### src/rtl/fsm_seq_pkg.sv
`default_nettype none
// ============================================================================
// Module  : fsm_seq_pkg
// Brief   : Elaboration-time helpers for the sequence detector's transition table.
// Revision: 1.0
// ============================================================================
package fsm_seq_pkg;

    localparam int c_max_pattern_w = 32;

    // Bits needed to encode states S_0..S_n.
    function automatic int state_width(input int n);
        int w;
        w = 1;
        while ((1 << w) < (n + 1)) begin
            w = w + 1;
        end
        return w;
    endfunction

    // Length of the longest proper prefix of the pattern that is also its suffix.
    // Pattern bit i (0 = first received) lives at pat[pw-1-i].
    function automatic int calc_fail_len(input logic [31:0] pat, input int pw);
        int f;
        bit ok;
        f = 0;
        for (int len = pw - 1; len >= 1; len--) begin
            if (f == 0) begin
                ok = 1'b1;
                for (int j = 0; j < len; j++) begin
                    if (pat[pw-1-j] != pat[len-1-j]) begin
                        ok = 1'b0;
                    end
                end
                if (ok) begin
                    f = len;
                end
            end
        end
        return f;
    endfunction

    // Next state from S_k on consuming bit b: longest pattern prefix that is a
    // suffix of (matched prefix, b). S_pw first falls back to S_f or S_0.
    function automatic int calc_next_state(input logic [31:0] pat, input int pw,
                                           input bit overlap, input int k, input int b);
        int          start;
        int          nxt;
        bit          ok;
        logic [32:0] seq;
        if (k > pw) begin
            return 0;
        end
        if (k == pw) begin
            start = overlap ? calc_fail_len(pat, pw) : 0;
        end else begin
            start = k;
        end
        seq = '0;
        for (int i = 0; i < start; i++) begin
            seq[i] = pat[pw-1-i];
        end
        seq[start] = (b != 0);
        nxt = 0;
        for (int len = start + 1; len >= 1; len--) begin
            if (nxt == 0) begin
                ok = 1'b1;
                for (int j = 0; j < len; j++) begin
                    if (seq[start+1-len+j] != pat[pw-1-j]) begin
                        ok = 1'b0;
                    end
                end
                if (ok) begin
                    nxt = len;
                end
            end
        end
        return nxt;
    endfunction

endpackage : fsm_seq_pkg
`default_nettype wire

### src/rtl/fsm_match_counter.sv
`default_nettype none
// ============================================================================
// Module  : fsm_match_counter
// Brief   : Saturating up-counter with synchronous clear and async reset.
// Revision: 1.0
// ============================================================================
module fsm_match_counter #(
    parameter int CNT_W = 8
) (
    input  logic             clk,
    input  logic             areset,
    input  logic             i_inc,
    input  logic             i_clr,
    output logic [CNT_W-1:0] o_count
);

    localparam logic [CNT_W-1:0] c_max = '1;

    logic [CNT_W-1:0] r_count;

    always_ff @(posedge clk or posedge areset) begin
        if (areset) begin
            r_count <= '0;
        end else if (i_clr) begin
            r_count <= '0;
        end else if (i_inc && (r_count != c_max)) begin
            r_count <= r_count + CNT_W'(1);
        end
    end

    assign o_count = r_count;

endmodule : fsm_match_counter
`default_nettype wire

### src/rtl/fsm_seq_detect.sv
`default_nettype none
// ============================================================================
// Module  : fsm_seq_detect
// Brief   : Moore detector for a fixed PATTERN_W-bit pattern on a qualified
//           serial stream, with overlap mode, clear and match counter.
// Revision: 1.0
// ============================================================================
module fsm_seq_detect
    import fsm_seq_pkg::*;
#(
    parameter int                   PATTERN_W = 4,
    parameter logic [PATTERN_W-1:0] PATTERN   = 4'b1011,
    parameter bit                   OVERLAP   = 1'b1,
    parameter int                   CNT_W     = 8
) (
    input  logic             clk,
    input  logic             areset,
    input  logic             din,
    input  logic             din_valid,
    input  logic             clear,
    output logic             dout,
    output logic [CNT_W-1:0] match_cnt
);

    localparam int                 c_state_w   = state_width(PATTERN_W);
    localparam int                 c_n_states  = 1 << c_state_w;
    localparam int                 c_tbl_depth = 2 * c_n_states;
    localparam logic [31:0]        c_pat       = 32'(PATTERN);
    localparam logic [c_state_w-1:0] c_s_0     = '0;
    localparam logic [c_state_w-1:0] c_s_n     = c_state_w'(PATTERN_W);

    if ((PATTERN_W < 1) || (PATTERN_W > c_max_pattern_w)) begin : g_bad_pattern_w
        $error("fsm_seq_detect: PATTERN_W out of range 1..32");
    end
    if ((CNT_W < 1) || (CNT_W > 32)) begin : g_bad_cnt_w
        $error("fsm_seq_detect: CNT_W out of range 1..32");
    end

    // Transition table indexed by {state, din}; encodings above S_N are unreachable.
    logic [c_state_w-1:0] w_next_tbl [c_tbl_depth];

    for (genvar s = 0; s < c_n_states; s++) begin : g_tbl_state
        for (genvar b = 0; b < 2; b++) begin : g_tbl_bit
            if (s <= PATTERN_W) begin : g_live
                localparam int c_nxt = calc_next_state(c_pat, PATTERN_W, OVERLAP, s, b);
                assign w_next_tbl[2*s+b] = c_state_w'(c_nxt);
            end else begin : g_unused
                assign w_next_tbl[2*s+b] = c_s_0;
            end
        end
    end

    logic [c_state_w-1:0] r_state;
    logic [c_state_w-1:0] w_state_nxt;
    logic                 w_inc;

    always_ff @(posedge clk or posedge areset) begin
        if (areset) begin
            r_state <= c_s_0;
        end else begin
            r_state <= w_state_nxt;
        end
    end

    // din is only looked at on valid edges so idle X never reaches the state.
    always_comb begin
        w_state_nxt = r_state;
        w_inc       = 1'b0;
        if (clear) begin
            w_state_nxt = c_s_0;
        end else if (din_valid) begin
            w_state_nxt = w_next_tbl[{r_state, din}];
            w_inc       = (w_state_nxt == c_s_n);
        end
    end

    assign dout = (r_state == c_s_n);

    fsm_match_counter #(
        .CNT_W (CNT_W)
    ) u_match_counter (
        .clk     (clk),
        .areset  (areset),
        .i_inc   (w_inc),
        .i_clr   (clear),
        .o_count (match_cnt)
    );

endmodule : fsm_seq_detect
`default_nettype wire

### config.mk
export PLATFORM = sky130hd
export DESIGN_NAME = fsm_seq_detect
export DESIGN_NICKNAME = d
export VERILOG_FILES = /design/src/rtl/fsm_seq_pkg.sv /design/src/rtl/fsm_match_counter.sv /design/src/rtl/fsm_seq_detect.sv
export SDC_FILE = /design/constraint.sdc
export NUM_CORES = 1
export LEC_CHECK = 0
export CAP_MARGIN = 10
export CORE_UTILIZATION = 55
export CTS_BUF_LIST = sky130_fd_sc_hd__clkbuf_4 sky130_fd_sc_hd__clkbuf_8
export DETAILED_ROUTE_END_ITERATION = 10
export PLACE_DENSITY = 0.84
export SYNTH_ARGS = -nofsm -noshare
export SYNTH_HDL_FRONTEND = slang
export SYNTH_HIERARCHICAL = 1
export SYNTH_SLANG_ARGS = --single-unit
### constraint.sdc
create_clock -name clk -period 5.7 [get_ports clk]
set_input_delay 0.57 -clock clk [delete_from_list [all_inputs] [get_ports clk]]
set_output_delay 0.57 -clock clk [all_outputs]
set_load 0.005 [all_outputs]
[Word-level counts from Yosys, hierarchy flattened]
Memories as Yosys holds them, arrays and structs flattened.
Cells that the tools add are included.
Cells by class
  $add $sub $neg: 1
  magnitude comparators: 1
  equality and inequality tests: 3
  multiplexer cells: 8
  bitwise gates (word level): 1
  reduce and logical (&&, ||, !) cells: 3
Operator list (number)
  $mux W8: 2
  $mux W3: 4
  $add A8 B1 Y8 const B: 1
  $ne A8 B8 Y1 const B: 1
  $eq A3 B3 Y1 const B: 2
  $ge A5 B5 Y1 const B: 1
  $not A4 Y5: 1
  $reduce_bool A2 Y1: 2
  $mux W1: 2
  $logic_and A1 B1 Y1: 1
Storage, ports and cells
  register bits: 11
  memory bits (read-only): 48
  bits of input ports: 5
  output and inout port bits: 9
  word-level logic and storage cells: 20
  memories kept: 1
Memories
  (name not given): depth 16, width 3, read ports 1, clocked after Yosys merged registers in 0, wr ports 0, RTL line fsm_seq_detect.sv:72  | w_state_nxt = w_next_tbl[{r_state, din}];

[Depth between registers and ports, before layout]
Gate-level depths: netlist of run 1.
  word-level depth: 10
  depth in mapped cells: 6
  mapped depth without buffers: 6

[Cells and area by module]
Netlist of run 1, hierarchy kept.
By module, submodules not included
  fsm_match_counter: instances 1, cells an instance 49, area an instance 504.2 um2
  fsm_seq_detect: instances 1, cells an instance 25, area an instance 241.5 um2

[Least setup slack after synthesis of run 1]
Ideal clock, no wire load.
  path type: input -> register
  from: in din
  to: reg u_match_counter.r_count[5] (netlist: u_match_counter/o_count[5])
  arrival time: 2.205 ns
  data required time: 5.575 ns
  setup slack: 3.370 ns
  cell stages on the path: 6
  path buffers: 0
  cells stage by stage: inv_1 ha_1 nor4_1 nand4_1 a211oi_2 mux2_4
Between the ends
  cells in the longest elaborated chain, start to end: 9
RTL lines
  start, declared: RTL line fsm_seq_detect.sv:18  | input logic din,
  $not A4 Y5 (not written as such): RTL line fsm_seq_detect.sv:72
  $mem_v2 Z16 W3
  $mux W3 (not written as such) (2 in a row): RTL line fsm_seq_detect.sv:72
  $eq A3 B3 Y1: RTL line fsm_seq_detect.sv:73  | w_inc = (w_state_nxt == c_s_n);
  $mux W1: RTL line fsm_seq_detect.sv:71  | end else if (din_valid) begin
  $mux W1: RTL line fsm_seq_detect.sv:69  | if (clear) begin
  net w_inc: RTL line fsm_seq_detect.sv:55  | logic w_inc;
  $logic_and A1 B1 Y1: RTL line fsm_match_counter.sv:26  | end else if (i_inc && (r_count != c_max)) begin
  $reduce_bool A2 Y1 (no line)
  end signal, assigned: RTL line fsm_match_counter.sv:27  | r_count <= r_count + CNT_W'(1);
  end, declared: RTL line fsm_match_counter.sv:19  | logic [CNT_W-1:0] r_count;
The timed path passes the listed nets, and every way through them passes these cells. The select of a mux whose other input is x is not followed.
A chain may end at the register's enable or synchronous reset.

[Final worst setup path of run 1]
Ends and elaborated chain as after synthesis.

==> results of run 1 <==
==> registers in the layout, summed over array words and instances, names as in the netlist <==
register / cells
r_state: 3
u_match_counter/o_count: 8
==> cells in the mapped netlist <==
cell type / count / share of area
nand3_1: 2 / 0.013
inv_1: 6 / 0.030
clkbuf_1: 1 / 0.0050
or3_1: 1 / 0.0084
nand4_1: 2 / 0.017
a211oi_2: 1 / 0.017
nand2b_1: 1 / 0.0084
nor4_1: 1 / 0.0084
and2b_2: 1 / 0.012
o21bai_1: 1 / 0.010
and4_1: 1 / 0.012
dfrtp_1: 11 / 0.37
nor3_1: 1 / 0.0067
nor3b_1: 1 / 0.010
nand2_1: 5 / 0.025
a21oi_2: 2 / 0.023
nor2_1: 4 / 0.020
o311a_1: 1 / 0.013
ha_1: 5 / 0.084
mux2i_1: 3 / 0.040
and2b_1: 1 / 0.010
o211a_1: 2 / 0.027
a21oi_1: 4 / 0.027
a21boi_2: 1 / 0.015
nor2b_1: 4 / 0.034
nand3b_1: 1 / 0.010
and3_1: 1 / 0.0084
mux2_4: 4 / 0.081
buf_6: 1 / 0.015
a211oi_1: 1 / 0.010
nand4b_1: 2 / 0.023
o21ai_0: 1 / 0.0067
==> worst max-delay path, stage by stage <==
cell and delay (ps):
clkdlybuf4s50_1 530, inv_1 90, ha_1 310, nor4_1 690, nand4_1 310, a211oi_2 290
mux2_4 320
==> power groups by stage <==
| stage | clock network (W) | registers (W) | logic [W] |
|---|---|---|---|
| 4_1_cts | 0.0000604 | 0.0000797 | 0.0000137 |
| 2_1_floorplan | 0 | 0.0000809 | 0.00000788 |
| 6_report | 0.0000588 | 0.0000797 | 0.0000138 |
| 3_3_place_gp | 0 | 0.0000812 | 0.0000129 |
| 3_5_place_dp | 0 | 0.0000813 | 0.0000136 |
| 5_1_grt | 0.0000647 | 0.0000799 | 0.0000153 |
==> cell type report <==
class	count	area (um^2)
Multi-Input combinational cell	55	433
Fill cell	85	278
Sequential cell	11	275
Timing Repair Buffer	13	130
Clock buffer	4	30.0
Inverter	6	22.5
Tap cell	14	17.5
==> per-layer routing <==
metal / vias up / wire [um]
met5: - / 0
met4: 0 / 23
met3: 5 / 49
met2: 11 / 700
met1: 294 / 717
li1: 297 / -
==> per-stage QoR <==
stage	instances	hold slack, ps	setup slack [ps]
after floorplan	74	324	3370
after global placement	99	571	2720
after detailed placement	99	575	2530
after CTS	103	482	2800
after global routing	103	502	2630
final	103	481	2750
==> worst min-delay path by stage <==
stage | to | from | slack [ps] | cells past startpoint
floorplan | r_state[0] | areset | 320 | 1
global placement | u_match_counter/o_count[1] | u_match_counter/o_count[1] | 570 | 2
detailed placement | u_match_counter/o_count[1] | u_match_counter/o_count[1] | 570 | 2
CTS | r_state[1] | areset | 480 | 2
global route | r_state[1] | areset | 500 | 2
finish | r_state[1] | areset | 480 | 2
==> cell families (layout without fill, tap and decap cells) <==
family                     after synthesis  count (layout)  synth area share
muxes                                    7               7             0.121
buffers and inverters                    8              23            0.0503
and+or+nand+nor                         29              29             0.227
adders and majority gates                5               5            0.0839
AOI/OAI and AO/OA                       14              14             0.149
DFF                                     11              11             0.369
==> flow_metrics.env, run 1 <==
export IMPL_status="finished, final reports clean"
export IMPL_num_vias=607
export IMPL_antenna_found_initial=0
export IMPL_grt_max_degree=15
export IMPL_power_w=0.000152
export IMPL_switchingPower_w=0.0000358
export IMPL_grt_ovfl_total=0
export IMPL_fin_worst_skew_ps=6.31
export IMPL_drive_above_1_share=0.146
export IMPL_postSynthAreaPerCell_um2=10.1
export IMPL_drtAntennaViolNets=0
export IMPL_grtUsageMet1=0.304
export IMPL_ys_types=32
export IMPL_endpoint_kind="register"
export IMPL_final_common_cell="clkdlybuf4s50_1"
export IMPL_power_frac_comb=0.091
export IMPL_cts_hold_buf=0
export IMPL_start_util=0.629
export IMPL_syn_cell_area_um2=746
export IMPL_start_kind="input port"
export IMPL_max_cap_violations=0
export IMPL_grt_usage=0.244
export IMPL_critPathKind="input port to register"
export IMPL_grt_util_met3=0.0520
export IMPL_use_met2=0.400
export IMPL_routed_via_density=5.89
export IMPL_ys_seq_elements=11
export IMPL_critPathMaxFanout=5
export IMPL_max_freq_mhz=339
export IMPL_grt_pass1_wl_um=2440
export IMPL_drt_first_pass_iters=4
export IMPL_pwr_share_clk=0.386
export IMPL_port_buffers=13
export IMPL_min_period_ps=2950
export IMPL_cts_buffers_inserted=3
export IMPL_max_slew_margin=0.489
export IMPL_cts_resized_gates=0
export IMPL_die_area_um2=1510
export IMPL_final_core_util=0.766
export IMPL_fp_dieW_um=38.8
export IMPL_worst_slew_pin_slew_ps=759
export IMPL_cp_required_ps=5860
export IMPL_drtIter0Drc=16
export IMPL_dp_hpwl_um=1100
export IMPL_crit_end="u_match_counter/o_count[5]"
export IMPL_p_sw_frac=0.235
export IMPL_post_cts_buffers=0
export IMPL_dieHeight_um=38.8
export IMPL_fin_nets=100
export IMPL_htree_levels=1
export IMPL_clock_latency_ps=270
export IMPL_r2r_cells=6
export IMPL_syn2layout_area_growth_pct=21.8
export IMPL_clk_pin_slew_ps=70
export IMPL_yosysWarnings=6
export IMPL_hold_path_class="input port to asynchronous set/reset pin"
export IMPL_syn_inst=74
export IMPL_setup_viol=0
export IMPL_fp_coreArea_um2=1190
export IMPL_finalCritPeriodShare=0.517
export IMPL_ir_drop_uv=136
export IMPL_pwr_share_seq=0.523
export IMPL_final_setup_tns_ps=0
export IMPL_synth_nets=84
export IMPL_pin_count=14
export IMPL_first_global_vias=581
export IMPL_clock_sinks=11
export IMPL_slew_violations=0
export IMPL_stdcell_area_um2=908
export IMPL_cts_tree="done"
export IMPL_startpoint="din"
export IMPL_clock_path_buffers=2
export IMPL_wl_um=1490
export IMPL_wire_per_inst_um=14.5
export IMPL_cts_root_buffer="clkbuf_4"
export IMPL_seq_area_frac_synth=0.369
export IMPL_reg2reg_to="u_match_counter/o_count[5]"
export IMPL_grt_busiest_layer="met2"
export IMPL_cellLeakagePower_nw=0.411
export IMPL_place_area_um2=878
export IMPL_hold_violations=0
export IMPL_gp_congestion=0.777
export IMPL_arrival_ps=3100
export IMPL_power_density_nw_per_um2=168
export IMPL_rsz0062_at_grt="no"
export IMPL_num_rows=12
export IMPL_route_detailed_drc=0
export IMPL_worst_r2r_setup_slack_ps=3170
export IMPL_intPower_w=0.000117
export IMPL_antenna_cells=0
export IMPL_r2r_start="r_state[0]"
export IMPL_final_cell_mix="clkdlybuf4s50_1, dfrtp_1, inv_1"
(Power assumes the default switching activity.)
==> run 2, diff against run 1 <==
CORE_UTILIZATION = 47   (was 55)
PLACE_DENSITY = 0.76   (was 0.84)
clock period = 2.45 ns   (was 5.7 ns; I/O delays follow)
==> flow_metrics.env, run 2 (same netlist as run 1, synthesis figures left out) <==
export IMPL_status="finished, final reports clean"
export IMPL_pwr_share_seq=0.522
export IMPL_hold_path_class="input port to asynchronous set/reset pin"
export IMPL_max_stage_delay_ps=480
export IMPL_port_buffers=13
export IMPL_rsz0062_at_grt="no"
export IMPL_cts_tree="done"
export IMPL_p_sw_frac=0.231
export IMPL_dieHeight_um=41.8
export IMPL_endpoint_kind="register"
export IMPL_fp_coreArea_um2=1490
export IMPL_antenna_cells=0
export IMPL_num_vias=603
export IMPL_drive_above_1_share=0.174
export IMPL_power_frac_comb=0.095
export IMPL_cts_hold_buf=0
export IMPL_wl_um=1490
export IMPL_grt_ovfl_total=0
export IMPL_cellLeakagePower_nw=0.426
export IMPL_fp_dieW_um=41.8
export IMPL_r2r_start="r_state[0]"
export IMPL_routed_via_density=5.58
export IMPL_critPathMaxFanout=4
export IMPL_drtIter0Drc=13
export IMPL_drt_first_pass_iters=4
export IMPL_intPower_w=0.000273
export IMPL_clock_sinks=11
export IMPL_pwr_share_clk=0.383
export IMPL_grt_max_degree=14
export IMPL_final_common_cell="clkdlybuf4s50_1"
export IMPL_dp_hpwl_um=1080
export IMPL_first_global_vias=611
export IMPL_cts_buffers_inserted=3
export IMPL_r2r_cells=6
export IMPL_critPathKind="input port to register"
export IMPL_min_period_ps=2130
export IMPL_start_kind="input port"
export IMPL_route_detailed_drc=0
export IMPL_arrival_ps=2290
export IMPL_htree_levels=1
export IMPL_cts_root_buffer="clkbuf_4"
export IMPL_clock_latency_ps=270
export IMPL_post_cts_buffers=0
export IMPL_finalCritPeriodShare=0.871
export IMPL_pre_cts_slack_ps=33.4
export IMPL_syn2layout_area_growth_pct=25.2
export IMPL_cp_cell_sequence="clkdlybuf4s50_1 -> inv_1 -> ha_1 -> nor4_1 -> nand4_1 -> a211oi_2 -> mux2_4"
export IMPL_final_cell_mix="clkdlybuf4s50_1, dfrtp_1, inv_1"
export IMPL_die_area_um2=1750
export IMPL_cp_required_ps=2610
export IMPL_antenna_found_initial=0
export IMPL_wire_per_inst_um=13.8
export IMPL_start_util=0.501
export IMPL_max_slew_margin=0.781
export IMPL_grt_pass1_wl_um=2680
export IMPL_drtAntennaViolNets=0
export IMPL_switchingPower_w=0.0000821
export IMPL_max_freq_mhz=469
export IMPL_gp_congestion=0.805
export IMPL_max_cap_violations=0
export IMPL_grt_usage=0.201
export IMPL_power_density_nw_per_um2=380
export IMPL_setup_slack_ps=316
export IMPL_clk_pin_slew_ps=70
export IMPL_setup_viol=0
export IMPL_worst_slew_pin_slew_ps=325
export IMPL_final_setup_tns_ps=0
export IMPL_num_rows=14
export IMPL_fin_worst_skew_ps=1.76
export IMPL_hold_violations=0
export IMPL_cpMaxStageDelayCell="clkdlybuf4s50_1"
export IMPL_startpoint="din"
export IMPL_ir_drop_uv=372
export IMPL_slew_violations=0
export IMPL_largest_reg_flops=8
export IMPL_cts_resized_gates=0
export IMPL_clock_path_buffers=2
export IMPL_pin_count=14
export IMPL_fin_nets=103
## run 2: cell types whose count changed in the layout (fill, tap and decap cells not counted)
| cell | before | now |
|---|---|---|
| buf_4 | 0 | 3 |
## run 2: worst paths after layout
path / endpoint / slack [ps]
setup / recovery: u_match_counter/o_count[5] / 320
hold / removal: r_state[0] / 160
setup reg to reg: u_match_counter/o_count[5] / 350
hold reg to reg: u_match_counter/o_count[1] / 580
max in group asynchronous: u_match_counter/o_count[2] / 1950
min in group clk: u_match_counter/o_count[1] / 580
## run 2: worst max-delay path, delay by kind of cell
kind,cells,cell delay [ps]
AND/OR/NAND/NOR,2,610
buffers and inverters,2,540
multiplexers,1,320
adder cells (fa/ha/maj),1,300
AO/OA/AOI/OAI,1,290
## run 2: stage by stage
stage          cells  hold slack [ps]  total power, W  cell area [um^2]  utilization
6_report         108              164        0.000355               933        0.627
3_3_place_gp     104              443        0.000222               903        0.607
3_5_place_dp     104              448        0.000224               903        0.607
2_1_floorplan     74            -1.36        0.000207               746            -
4_1_cts          108              161        0.000362               933        0.627
5_1_grt          108              158        0.000377               933        0.627
## run 2: cell type report
type	instances	area, um^2
Fill cell	124	556
Multi-Input combinational cell	55	433
Sequential cell	11	275
Timing Repair Buffer	16	153
Clock buffer	4	30.0
Inverter	6	22.5
Tap cell	16	20.0
## run 2: per-layer routing
layer | wire, um | global-route usage | part of all wire | up-vias
met1 | 701 | 0.253 | 0.47 | 288
met5 | 0 | 0 | 0 | -
li1 | - | - | - | 302
met3 | 86 | 0.0652 | 0.058 | 0
met2 | 699 | 0.328 | 0.47 | 13
met4 | 0 | 0.0581 | 0 | 0
## run 2: power groups by stage
stage | combinational [W] | clock (W) | sequential (W)
after CTS | 0.0000345 | 0.000142 | 0.000185
final | 0.0000336 | 0.000136 | 0.000185
after detailed placement | 0.0000345 | 0 | 0.000189
after floorplan | 0.0000183 | 0 | 0.000188
after global placement | 0.0000325 | 0 | 0.000189
after global routing | 0.0000391 | 0.000153 | 0.000186
==> run 3, diff against run 2 <==
CAP_MARGIN = 40   (was 10)
==> results of run 3 <==
No change in the layout: final DEF, timing and power equal those of run 2.
